## config.mk

```make
export PLATFORM = sky130hd
export DESIGN_NAME = matvec_seq
export DESIGN_NICKNAME = d
export VERILOG_FILES = /design/src/rtl/matvec_seq.sv
export SDC_FILE = /design/constraint.sdc
export NUM_CORES = 1
export LEC_CHECK = 0
export BUFFER_PORTS_ARGS = -buffer_cell sky130_fd_sc_hd__clkbuf_2
export CAP_MARGIN = 30
export CORE_MARGIN = 1.5
export CORE_UTILIZATION = 35
export CTS_CLUSTER_SIZE = 16
export DETAILED_ROUTE_END_ITERATION = 10
export PLACE_DENSITY = 0.63
export SLEW_MARGIN = 20
export SYNTH_ARGS = -nofsm -noshare
export SYNTH_HDL_FRONTEND = slang
export SYNTH_SLANG_ARGS = --single-unit
```

## constraint.sdc

```tcl
create_clock -name clk -period 28.3 [get_ports clk]
set_clock_uncertainty 0.1 [all_clocks]
set_input_delay 2.83 -clock clk [delete_from_list [all_inputs] [get_ports clk]]
set_output_delay 2.83 -clock clk [all_outputs]
set_load 0.01 [all_outputs]
```

## src/rtl/matvec_seq.sv

```systemverilog
// Job sequencer for the N-lane matrix-vector engine: loader, FIFO pops, MAC control, result readout.
// Latency: go->ld_start 1 cycle; unstalled job K+1+N cycles from first EXEC to first res_valid.
// Backpressure: B starvation stalls EXEC indefinitely; res_ready low holds the current result beat.
module matvec_seq #(
    parameter int N          = 8,
    parameter int K          = 8,
    parameter int DATA_WIDTH = 8,
    parameter int ACC_W      = 3 * DATA_WIDTH
) (
    input  logic                   clk,
    input  logic                   rst,
    input  logic                   go,
    input  logic                   cont,
    input  logic                   abort,
    output logic                   ld_start,
    input  logic                   ld_done,
    input  logic                   b_empty,
    output logic                   b_rden,
    input  logic [N-1:0]           a_empty,
    output logic [N-1:0]           a_rden,
    output logic                   mac_en,
    output logic                   mac_clr,
    input  logic [N-1:0]           mac_en_out,
    input  logic [N*ACC_W-1:0]     mac_c,
    output logic                   res_valid,
    input  logic                   res_ready,
    output logic [ACC_W-1:0]       res_data,
    output logic [$clog2(N)-1:0]   res_lane,
    output logic                   res_last,
    output logic                   busy,
    output logic                   done,
    output logic                   err,
    output logic [2:0]             state_dbg,
    output logic [15:0]            job_cnt
);

    localparam int LW  = $clog2(N);
    localparam int BW  = $clog2(K + 1);
    localparam int DCW = $clog2(N + 1);

    // State encoding is visible on state_dbg, so the values are fixed.
    localparam logic [2:0] S_IDLE  = 3'd0;
    localparam logic [2:0] S_LOAD  = 3'd1;
    localparam logic [2:0] S_CLEAR = 3'd2;
    localparam logic [2:0] S_EXEC  = 3'd3;
    localparam logic [2:0] S_FLUSH = 3'd4;
    localparam logic [2:0] S_DRAIN = 3'd5;
    localparam logic [2:0] S_OUT   = 3'd6;

    logic [2:0]       state_q;
    logic [2:0]       state_d;
    logic [BW-1:0]    b_cnt_q;
    logic [DCW-1:0]   drain_cnt_q;
    logic [LW-1:0]    lane_q;
    logic [ACC_W-1:0] res_buf_q [N];
    logic             done_q;
    logic             err_q;
    logic [15:0]      job_cnt_q;

    logic in_pipe;
    logic abort_take;
    logic last_pop;
    logic drain_last;
    logic last_lane;
    logic beat_acc;
    logic go_take;

    // Abort is meaningless in IDLE, so it only acts once a job is under way.
    assign abort_take = abort && (state_q != S_IDLE);
    assign go_take    = go && (state_q == S_IDLE);

    // A FIFOs keep draining through FLUSH/DRAIN because the MAC enable is pipelined per lane.
    assign in_pipe    = (state_q == S_EXEC) || (state_q == S_FLUSH) || (state_q == S_DRAIN);
    assign last_pop   = (state_q == S_EXEC) && !b_empty && (b_cnt_q == BW'(K - 1));
    assign drain_last = (state_q == S_DRAIN) && (drain_cnt_q == DCW'(1));
    assign last_lane  = (lane_q == LW'(N - 1));
    assign beat_acc   = res_valid && res_ready;

    // Control strobes decode straight from the state; B pop follows the FIFO flag in EXEC.
    assign ld_start  = (state_q == S_LOAD);
    assign mac_clr   = (state_q == S_CLEAR);
    assign b_rden    = (state_q == S_EXEC) && !b_empty;
    assign mac_en    = b_rden || (state_q == S_FLUSH);
    assign a_rden    = in_pipe ? (mac_en_out & ~a_empty) : '0;
    assign res_valid = (state_q == S_OUT);
    assign res_data  = res_valid ? res_buf_q[lane_q] : '0;
    assign res_lane  = lane_q;
    assign res_last  = res_valid && last_lane;
    assign busy      = (state_q != S_IDLE);
    assign done      = done_q;
    assign err       = err_q;
    assign state_dbg = state_q;
    assign job_cnt   = job_cnt_q;

    // Next-state selection; abort overrides every normal transition.
    always_comb begin
        state_d = state_q;
        case (state_q)
            S_IDLE:  if (go) state_d = S_LOAD;
            S_LOAD:  if (ld_done) state_d = S_CLEAR;
            S_CLEAR: state_d = S_EXEC;
            S_EXEC:  if (last_pop) state_d = S_FLUSH;
            S_FLUSH: state_d = S_DRAIN;
            S_DRAIN: if (drain_last) state_d = S_OUT;
            S_OUT:   if (beat_acc && last_lane) state_d = cont ? S_LOAD : S_IDLE;
            default: state_d = S_IDLE;
        endcase
        if (abort_take) begin
            state_d = S_IDLE;
        end
    end

    // State register.
    always_ff @(posedge clk) begin
        if (rst) begin
            state_q <= S_IDLE;
        end else begin
            state_q <= state_d;
        end
    end

    // B pop counter: restarted in CLEAR, counts every accepted pop in EXEC.
    always_ff @(posedge clk) begin
        if (rst || (state_q == S_CLEAR)) begin
            b_cnt_q <= '0;
        end else if (b_rden) begin
            b_cnt_q <= b_cnt_q + 1'b1;
        end
    end

    // Drain counter: N cycles for the slowest lane's pipelined enable to retire.
    always_ff @(posedge clk) begin
        if (rst) begin
            drain_cnt_q <= '0;
        end else if (state_q == S_FLUSH) begin
            drain_cnt_q <= DCW'(N);
        end else if (state_q == S_DRAIN) begin
            drain_cnt_q <= drain_cnt_q - 1'b1;
        end
    end

    // Result buffer: all lanes captured together on the edge the drain count reaches zero.
    always_ff @(posedge clk) begin
        if (rst) begin
            for (int i = 0; i < N; i++) begin
                res_buf_q[i] <= '0;
            end
        end else if (drain_last && !abort_take) begin
            for (int i = 0; i < N; i++) begin
                res_buf_q[i] <= mac_c[i*ACC_W +: ACC_W];
            end
        end
    end

    // Readout lane pointer: advances per accepted beat, rewinds after the last beat or on abort.
    always_ff @(posedge clk) begin
        if (rst || abort_take) begin
            lane_q <= '0;
        end else if (beat_acc) begin
            lane_q <= last_lane ? '0 : lane_q + 1'b1;
        end
    end

    // Job completion: done pulse and job counter follow acceptance of the last beat.
    always_ff @(posedge clk) begin
        if (rst) begin
            done_q    <= 1'b0;
            job_cnt_q <= '0;
        end else begin
            done_q <= beat_acc && last_lane && !abort_take;
            if (beat_acc && last_lane && !abort_take) begin
                job_cnt_q <= job_cnt_q + 16'd1;
            end
        end
    end

    // Sticky underflow flag: a lane wanted data its A FIFO did not have; cleared by the next go.
    always_ff @(posedge clk) begin
        if (rst) begin
            err_q <= 1'b0;
        end else if (go_take) begin
            err_q <= 1'b0;
        end else if (in_pipe && |(mac_en_out & a_empty)) begin
            err_q <= 1'b1;
        end
    end

endmodule

```

==> flow_metrics.py, run 1 <==
metrics = {
    "synthesis": {
        "synth-edff-count": 192,
        "syn_area_um2": 10300,
        "async_flop_share_pct": 0,
        "synth_area_leaders": "edfxtp_1, mux4_2, and2_1",
        "yosysMostFrequentCell": "edfxtp_1",
        "synth_flop_cell": "edfxtp_1",
        "ys_ff_latch": 227,
        "syn-instance-count": 726,
        "synth_warnings": 0,
        "syn-num-nets": 948,
        "yosysTopAreaCell": "edfxtp_1",
        "yosysTopAreaCellShare_pct": 55.8,
        "synth_cell_type_count": 50,
        "synthTopCellsByCount": "edfxtp_1, and2_1, nor2b_1, mux4_2, nor2_1",
        "yosysSeqAreaShare_pct": 62.6,
        "avgSynthCellArea_um2": 14.2,
    },
    "place": {
        "dpl.hpwl_mm": 16.7,
        "globalplace.congestion": 0.777,
        "port_buffers": 278,
    },
    "clocking": {
        "clock_path_buffers": 3,
        "cts_sinks": 227,
        "cts_resized": 0,
        "insertion_delay_ns": 0.52,
        "h-tree-depth": 1,
        "cts_setup_buffers": 0,
        "path_clk_slew_ns": 0.06,
        "ctsHoldBuffers": 0,
        "root_buffer": "clkbuf_16",
        "cts_made_buffers": 26,
        "cts_tree": "yes",
    },
    "grt": {
        "antenna_found_initial": 3,
        "grtUsageTotal_pct": 15.9,
        "overflow": 0,
        "grt_pass1_vias": 6716,
        "grt_start_max_net_pins": 193,
        "grt_pass1_wl_mm": 37.6,
    },
    "power_and_ir_drop": {
        "peakVddDrop_uv": 42.6,
        "leakage_nw": 5.08,
        "p_total_w": 0.000740,
        "pwr_density_cell_nw_per_um2": 57.1,
    },
    "finish": {
        "drive_gt1_share_pct": 37.5,
        "fin_util_pct": 44.9,
        "num-nets-final": 1219,
        "syn2layout_area_growth_pct": 25.3,
    },
    "job": {
        "maxCapViolCount": 0,
    },
    "drt": {
        "vias": 6688,
        "wire_per_inst_um": 17.6,
        "drc": 0,
        "drt-initial-drc-count": 410,
        "via_per_inst": 4.77,
        "wirelength_mm": 24.7,
        "antenna_left": 0,
        "first_pass_iters": 5,
    },
    "worst_setup_path": {
        "path_max_fanout": 4,
        "worst_ep_arrival_time_ns": 3.86,
        "required_ns": 25.37,
        "criticalPathCategory": "input pin to output port",
        "end_kind": "output port",
        "critPathLaunchType": "input pin",
    },
    "floorplan": {
        "initial_utilization_pct": 35.8,
        "die_w_um": 175,
        "die_h_um": 175,
        "rows": 62,
        "io_pins": 279,
        "die_area_um2": 30600,
        "core_area_um2": 28900,
    },
    "timing": {
        "final_max_slew_viol_count": 0,
        "rsz0062_at_grt": "false",
        "whs_ns": 0.366,
        "period_share_pct": 24.0,
        "max_freq_mhz": 147,
        "finalHoldViolations": 0,
        "finalSetupViolCount": 0,
        "finalCriticalPeriod_ns": 6.79,
        "tns_ns": 0,
        "worst_pin_slew_ns": 1.38,
        "slew_headroom_pct": 7.95,
    },
    "min_path": {
        "holdCritPathClass": "flop to flop",
    },
    "run_status": {
        "outcome": "completed",
    },
}
## cell type report
cell class / count / area [um^2]
well taps: 384 / 480
multi-input cells: 446 / 3660
clock inverters: 19 / 169
clock buffers: 28 / 658
flip-flops and latches: 227 / 6470
inverters: 9 / 33.8
repair buffers: 287 / 1480
diodes: 2 / 5.00
fillers: 2668 / 15900
## per-layer routing
layer / vias up / track usage (%) / part of all wire [%]
li1: 3217 / - / -
met1: 3193 / 20.0 / 41
met2: 238 / 27.7 / 50
met3: 38 / 3.55 / 6.9
met4: 2 / 4.24 / 2.3
met5: - / 0 / 0.069
## placed cells by master, fill, tap and decap left out, types with 9 or more instances in the layout
cell type    n
nor2_1      44
clkinv_1    10
a21oi_1     18
clkbuf_16   26
nor2b_1     50
dfxtp_1     32
inv_1        9
mux2i_1     25
nand2_1     13
and2_1     145
clkbuf_2   279
edfxtp_1   192
mux4_2      48
nor3b_1      9
## kinds of logic (layout without fill, tap and decap cells)
kind of cell / Yosys count / count (layout) / synth area share (%)
adder cells (fa/ha/maj): 6 / 6 / 0.726
buffers and inverters: 53 / 343 / 2.18
other: 0 / 2 / 0
flip-flops: 227 / 227 / 62.6
multiplexers: 75 / 75 / 13.1
AND/OR/NAND/NOR: 311 / 311 / 17.9
XOR/XNOR: 9 / 9 / 0.763
AO/OA/AOI/OAI: 45 / 45 / 2.74
## worst paths after layout
path,start,endpoint,slack [ns],cells past startpoint
hold reg to reg,err$_SDFFE_PP0P_,err$_SDFFE_PP0P_,0.37,1
hold / removal,err$_SDFFE_PP0P_,err$_SDFFE_PP0P_,0.37,1
setup reg to reg,state_dbg[2]$_SDFFE_PP0P_,res_buf_q[3][7]$_SDFFCE_PN0P_,25.35,6
setup / recovery,b_empty,mac_en,21.51,5
## registers in the layout, indices dropped and copies added (netlist names), named ones only
signal	flops
err	1
res_buf_q	192
state_dbg	3
res_lane	3
job_cnt	16
done	1
drain_cnt_q	4
b_cnt_q	4
## power breakdown
| part | internal, W | switching, W | leakage, nW |
|---|---|---|---|
| Sequential | 0.000374 | 0.00000394 | 2.25 |
| Clock | 0.000194 | 0.000131 | 0.407 |
| Combinational | 0.0000192 | 0.0000171 | 2.42 |
## critical path: stages
cell and delay (ns):
clkbuf_2 0.10, nor4bb_1 0.47, clkbuf_2 0.24, a21o_1 0.10
clkbuf_2 0.12
## through the flow
step	instances	cell area, um^2	worst slack [ns]
global route	1400	13000	21.43
detailed placement	1352	12100	21.37
CTS	1399	12900	21.36
floorplan	726	10300	15.77
finish	1402	13000	21.51
global placement	1351	12100	21.41
No activity file was read; power rests on OpenSTA's default activity.
==> run 2, diff against run 1 <==
Settings changed: PLACE_DENSITY 0.63 to 0.65.
Clock period 28.3 ns to 5.75 ns, I/O delays scaled along.
==> run 2 against run 1 <==
  * Wire length up 2.9%
  * Via count is essentially flat
  * Largest power group unchanged
  * Largest cell class unchanged
  * Hold slack got worse by 0.14 ns
  * Highest routed layer unchanged
  * Sequential power rose to 4.9 times the previous value
  * Count of clock-buffer cells in the layout up 5
  * Critical path depth stayed put
  * Die area stayed put
  * Combinational power rose to 5.0 times the previous value
  * Sequential cell count is the same
  * Non-clock buffer count down 1
  * Critical endpoint is now res_data[18]
==> flow_metrics.py, run 2 (synthesized netlist as in run 1, its figures left out) <==
metrics = {
    "floorplan": {
        "die_w_um": 175,
        "io_pins": 279,
        "initial_utilization_pct": 35.8,
        "core_area_um2": 28900,
        "die_area_um2": 30600,
        "rows": 62,
        "die_h_um": 175,
    },
    "worst_setup_path": {
        "path_max_fanout": 28,
        "path_cells": "buf_4 -> mux4_2 -> mux2i_1 -> nor2_1 -> clkbuf_2",
        "worst_ep_arrival_time_ns": 2.74,
        "critPathLaunchType": "flop",
        "critPathTopFamily": "multiplexers",
        "required_ns": 5.08,
        "end_kind": "output port",
        "crit_slowest_cell": "dfxtp_4",
        "cpPeakStageDelay_ns": 0.64,
        "worst-path-buf-inv": 2,
        "criticalPathCategory": "flop to output port",
    },
    "min_path": {
        "holdCritPathClass": "input pin to flop",
    },
    "drt": {
        "drt-initial-drc-count": 441,
        "via_per_inst": 4.78,
        "first_pass_iters": 4,
        "wirelength_mm": 25.4,
        "wire_per_inst_um": 18.1,
        "vias": 6687,
        "drc": 0,
        "antenna_left": 0,
    },
    "timing": {
        "slew_headroom_pct": 26.8,
        "max_freq_mhz": 293,
        "worst_pin_slew_ns": 1.10,
        "final_max_slew_viol_count": 0,
        "finalSetupViolCount": 0,
        "finalHoldViolations": 0,
        "period_share_pct": 59.4,
        "rsz0062_at_grt": "false",
        "whs_ns": 0.227,
        "finalCriticalPeriod_ns": 3.42,
        "tns_ns": 0,
    },
    "power_and_ir_drop": {
        "clock_power_share_pct": 46.3,
        "leakage_nw": 5.11,
        "peakVddDrop_uv": 207,
        "p_int_w": 0.00306,
        "switching_share_pct": 19.7,
        "seqPwrFrac_pct": 48.9,
        "combPwrFrac_pct": 4.7,
        "switchingPower_w": 0.000750,
        "pwr_density_cell_nw_per_um2": 292,
        "p_total_w": 0.00381,
    },
    "finish": {
        "largest_reg_flops": 192,
        "max_flop_register": "res_buf_q",
        "layout_common_cells": "clkbuf_2, edfxtp_1, and2_1, nor2b_1, mux4_2",
        "layout.cells.non_filler": 1400,
        "drive_gt1_share_pct": 37.5,
        "final_common_cell": "clkbuf_2",
        "fin_util_pct": 45.1,
        "num-nets-final": 1219,
        "syn2layout_area_growth_pct": 26.0,
    },
    "clocking": {
        "h-tree-depth": 1,
        "root_buffer": "clkbuf_16",
        "ctsHoldBuffers": 0,
        "cts_resized": 0,
        "cts_setup_buffers": 0,
        "clock_path_buffers": 3,
        "cts_made_buffers": 27,
        "insertion_delay_ns": 0.52,
        "path_clk_slew_ns": 0.06,
        "cts_sinks": 227,
        "cts_tree": "yes",
    },
    "grt": {
        "grtUsageTotal_pct": 16.3,
        "grt_pass1_wl_mm": 38.1,
        "grt_start_max_net_pins": 193,
        "antenna_found_initial": 2,
        "grt_pass1_vias": 6809,
        "overflow": 0,
    },
    "place": {
        "port_buffers": 278,
        "globalplace.congestion": 0.839,
        "dpl.hpwl_mm": 17.2,
        "placed_cells": 1352,
    },
    "run_status": {
        "outcome": "completed",
    },
    "job": {
        "maxCapViolCount": 0,
    },
}
## run 2: cell count changes in the layout (fill, tap and decap cells not counted), sizes merged
cell and delta:
clkdlybuf4s15 +1, bufinv +3, clkbuf +3, clkinv -8, diode -1
## run 2: metal layers
metal | GRT usage (%) | vias up | wire, um
met2 | 25.4 | 213 | 11700
met5 | 0 | - | 13
met1 | 21.9 | 3228 | 10900
li1 | - | 3213 | -
met4 | 4.27 | 2 | 590
met3 | 5.24 | 31 | 2170
## run 2: worst paths after layout
| path | startpoint | to | slack (ns) | cells past startpoint |
|---|---|---|---|---|
| worst min-delay path | mac_c[92] | res_buf_q[3][20]$_SDFFCE_PN0P_ | 0.23 | 2 |
| worst max register to register | state_dbg[2]$_SDFFE_PP0P_ | res_buf_q[1][12]$_SDFFCE_PN0P_ | 2.86 | 6 |
| worst min register to register | err$_SDFFE_PP0P_ | err$_SDFFE_PP0P_ | 0.37 | 1 |
| worst max-delay path | flop | res_data[18] | 2.33 | 5 |
## run 2: final cells by class
type	instances	area, um^2
Fill cell	2700	15800
Sequential cell	227	6470
Multi-Input combinational cell	446	3660
Timing Repair Buffer	286	1470
Clock buffer	33	698
Tap cell	384	480
Clock inverter	14	214
Inverter	9	33.8
Antenna cell	1	2.50
## run 2: power groups by stage
stage,registers [W],clock network (W),logic [W]
after floorplan,0.00189,0,0.0000818
after CTS,0.00186,0.00181,0.000184
after global routing,0.00187,0.00186,0.000197
after global placement,0.00190,0,0.000182
final,0.00186,0.00176,0.000180
after detailed placement,0.00190,0,0.000183
## run 2: per-stage QoR
stage | instance area [um^2] | setup slack [ns]
after floorplan | 10300 | 1.33
after global placement | 12100 | 2.80
after detailed placement | 12100 | 2.77
after CTS | 13000 | 2.21
after global routing | 13000 | 2.08
final | 13000 | 2.33
==> run 3, diff against run 2 <==
Settings changed: PLACE_DENSITY 0.65 to 0.63.
Clock period 5.75 ns to 3.5 ns, I/O delays scaled along.
==> run 3 against run 2 <==
  * Core utilization grew 2.7 points
  * Via count grew 5.4%
  * Critical path depth shrank 1
  * Critical path type unchanged
  * Critical endpoint is now res_data[5]
==> flow_metrics.py, run 3 (synthesized netlist as in run 1, its figures left out) <==
metrics = {
    "timing": {
        "worst_pin_slew_ns": 0.952,
        "finalSetupViolCount": 0,
        "finalHoldViolations": 0,
        "whs_ns": 0.0191,
        "slew_headroom_pct": 36.5,
        "tns_ns": 0,
        "max_freq_mhz": 354,
        "period_share_pct": 80.8,
        "fin_ws_ns": 0.672,
        "final_max_slew_viol_count": 0,
        "finalCriticalPeriod_ns": 2.83,
        "rsz0062_at_grt": "false",
    },
    "drt": {
        "drt-initial-drc-count": 485,
        "drc": 0,
        "antenna_left": 0,
        "first_pass_iters": 4,
        "via_per_inst": 4.75,
        "vias": 7046,
        "wire_per_inst_um": 17.5,
        "wirelength_mm": 25.9,
    },
    "clocking": {
        "cts_sinks": 227,
        "insertion_delay_ns": 0.53,
        "cts_setup_buffers": 0,
        "cts_made_buffers": 26,
        "ctsHoldBuffers": 78,
        "cts_tree": "yes",
        "root_buffer": "clkbuf_16",
        "path_clk_slew_ns": 0.06,
        "cts_resized": 0,
        "h-tree-depth": 1,
        "clock_path_buffers": 3,
    },
    "finish": {
        "nFillCells": 2598,
        "syn2layout_area_growth_pct": 33.4,
        "largest_reg_flops": 192,
        "fin_util_pct": 47.8,
        "num-nets-final": 1298,
        "layout_common_cells": "clkbuf_2, edfxtp_1, and2_1, dlygate4sd3_1, nor2b_1",
        "max_flop_register": "res_buf_q",
        "drive_gt1_share_pct": 35.8,
        "final_common_cell": "clkbuf_2",
    },
    "floorplan": {
        "io_pins": 279,
        "rows": 62,
        "die_w_um": 175,
        "die_area_um2": 30600,
        "initial_utilization_pct": 35.8,
        "die_h_um": 175,
        "core_area_um2": 28900,
    },
    "min_path": {
        "holdCritPathClass": "input pin to flop",
    },
    "worst_setup_path": {
        "critPathLaunchType": "flop",
        "end_kind": "output port",
        "criticalPathCategory": "flop to output port",
        "path_max_fanout": 24,
        "worst_ep_arrival_time_ns": 2.38,
        "required_ns": 3.05,
    },
    "power_and_ir_drop": {
        "pwr_density_cell_nw_per_um2": 439,
        "peakVddDrop_uv": 290,
        "leakage_nw": 5.42,
    },
    "place": {
        "dpl.hpwl_mm": 17.3,
        "globalplace.congestion": 0.827,
        "place_ws_ns": 1.14,
        "port_buffers": 278,
    },
    "grt": {
        "grtUsageTotal_pct": 16.7,
        "antenna_found_initial": 2,
        "overflow": 0,
        "grt_start_max_net_pins": 112,
        "grt_pass1_vias": 7230,
        "grt_pass1_wl_mm": 39.5,
    },
    "run_status": {
        "outcome": "completed",
    },
    "job": {
        "maxCapViolCount": 0,
    },
}
## run 3: changes by cell type in the layout (fill, tap and decap cells not counted), moves of 2 or more
| cell | previous run | this run |
|---|---|---|
| buf_12 | 1 | 4 |
| dlygate4sd3_1 | 0 | 78 |
| clkinvlp_4 | 0 | 4 |
| dfxtp_1 | 32 | 30 |
| clkbuf_1 | 6 | 4 |
| bufinv_16 | 6 | 2 |
| dfxtp_2 | 2 | 4 |
| clkinv_2 | 3 | 5 |
## run 3: report_power, final
group / internal [W] / switching [W] / leakage [nW]
clock network: 0.00154 / 0.00109 / 0.398
logic: 0.000214 / 0.000163 / 2.77
registers: 0.00302 / 0.0000324 / 2.25
total: 0.00477 / 0.00129 / 5.42
## run 3: area by class of cell
class	count	area (um^2)	share of cell area, %
antenna	2	5.00	0.0363
clock inverter	17	155	1.12
sequential	227	6470	46.9
inverter	9	33.8	0.245
tap	384	480	3.48
clock buffer	31	679	4.93
multi-input combinational	446	3670	26.6
timing repair buffer	366	2300	16.7
## run 3: worst max-delay path: stages (launching register included)
cell and delay, ns:
dfxtp_1 0.64, nand3b_1 0.45, buf_4 0.41, nor2_1 0.17, clkbuf_2 0.16
## run 3: worst paths after layout
kind	startpoint	endpoint	slack (ns)	cells past startpoint
min	mac_c[139]	res_buf_q[5][19]$_SDFFCE_PN0P_	0.02	2
max reg2reg	state_dbg[2]$_SDFFE_PP0P_	res_buf_q[1][15]$_SDFFCE_PN0P_	1.10	4
min reg2reg	err$_SDFFE_PP0P_	err$_SDFFE_PP0P_	0.37	1
max	state_dbg[1]$_SDFFE_PP0P_	res_data[5]	0.67	4
## run 3: metrics by stage
stage,area [um^2],total power [W],cells
after global placement,12200,0.00342,1354
final,13800,0.00606,1482
after floorplan,10400,0.00324,726
after CTS,13800,0.00614,1480
after detailed placement,12200,0.00342,1354
after global routing,13800,0.00629,1481
## run 3: routing by layer
layer  vias up  wire length (um)  track usage [%]
met3        37              1890             3.79
met5         -                 0                0
met2       254             12100             27.0
met1      3382             11400             22.8
met4         0               522             4.34
li1       3373                 -                -
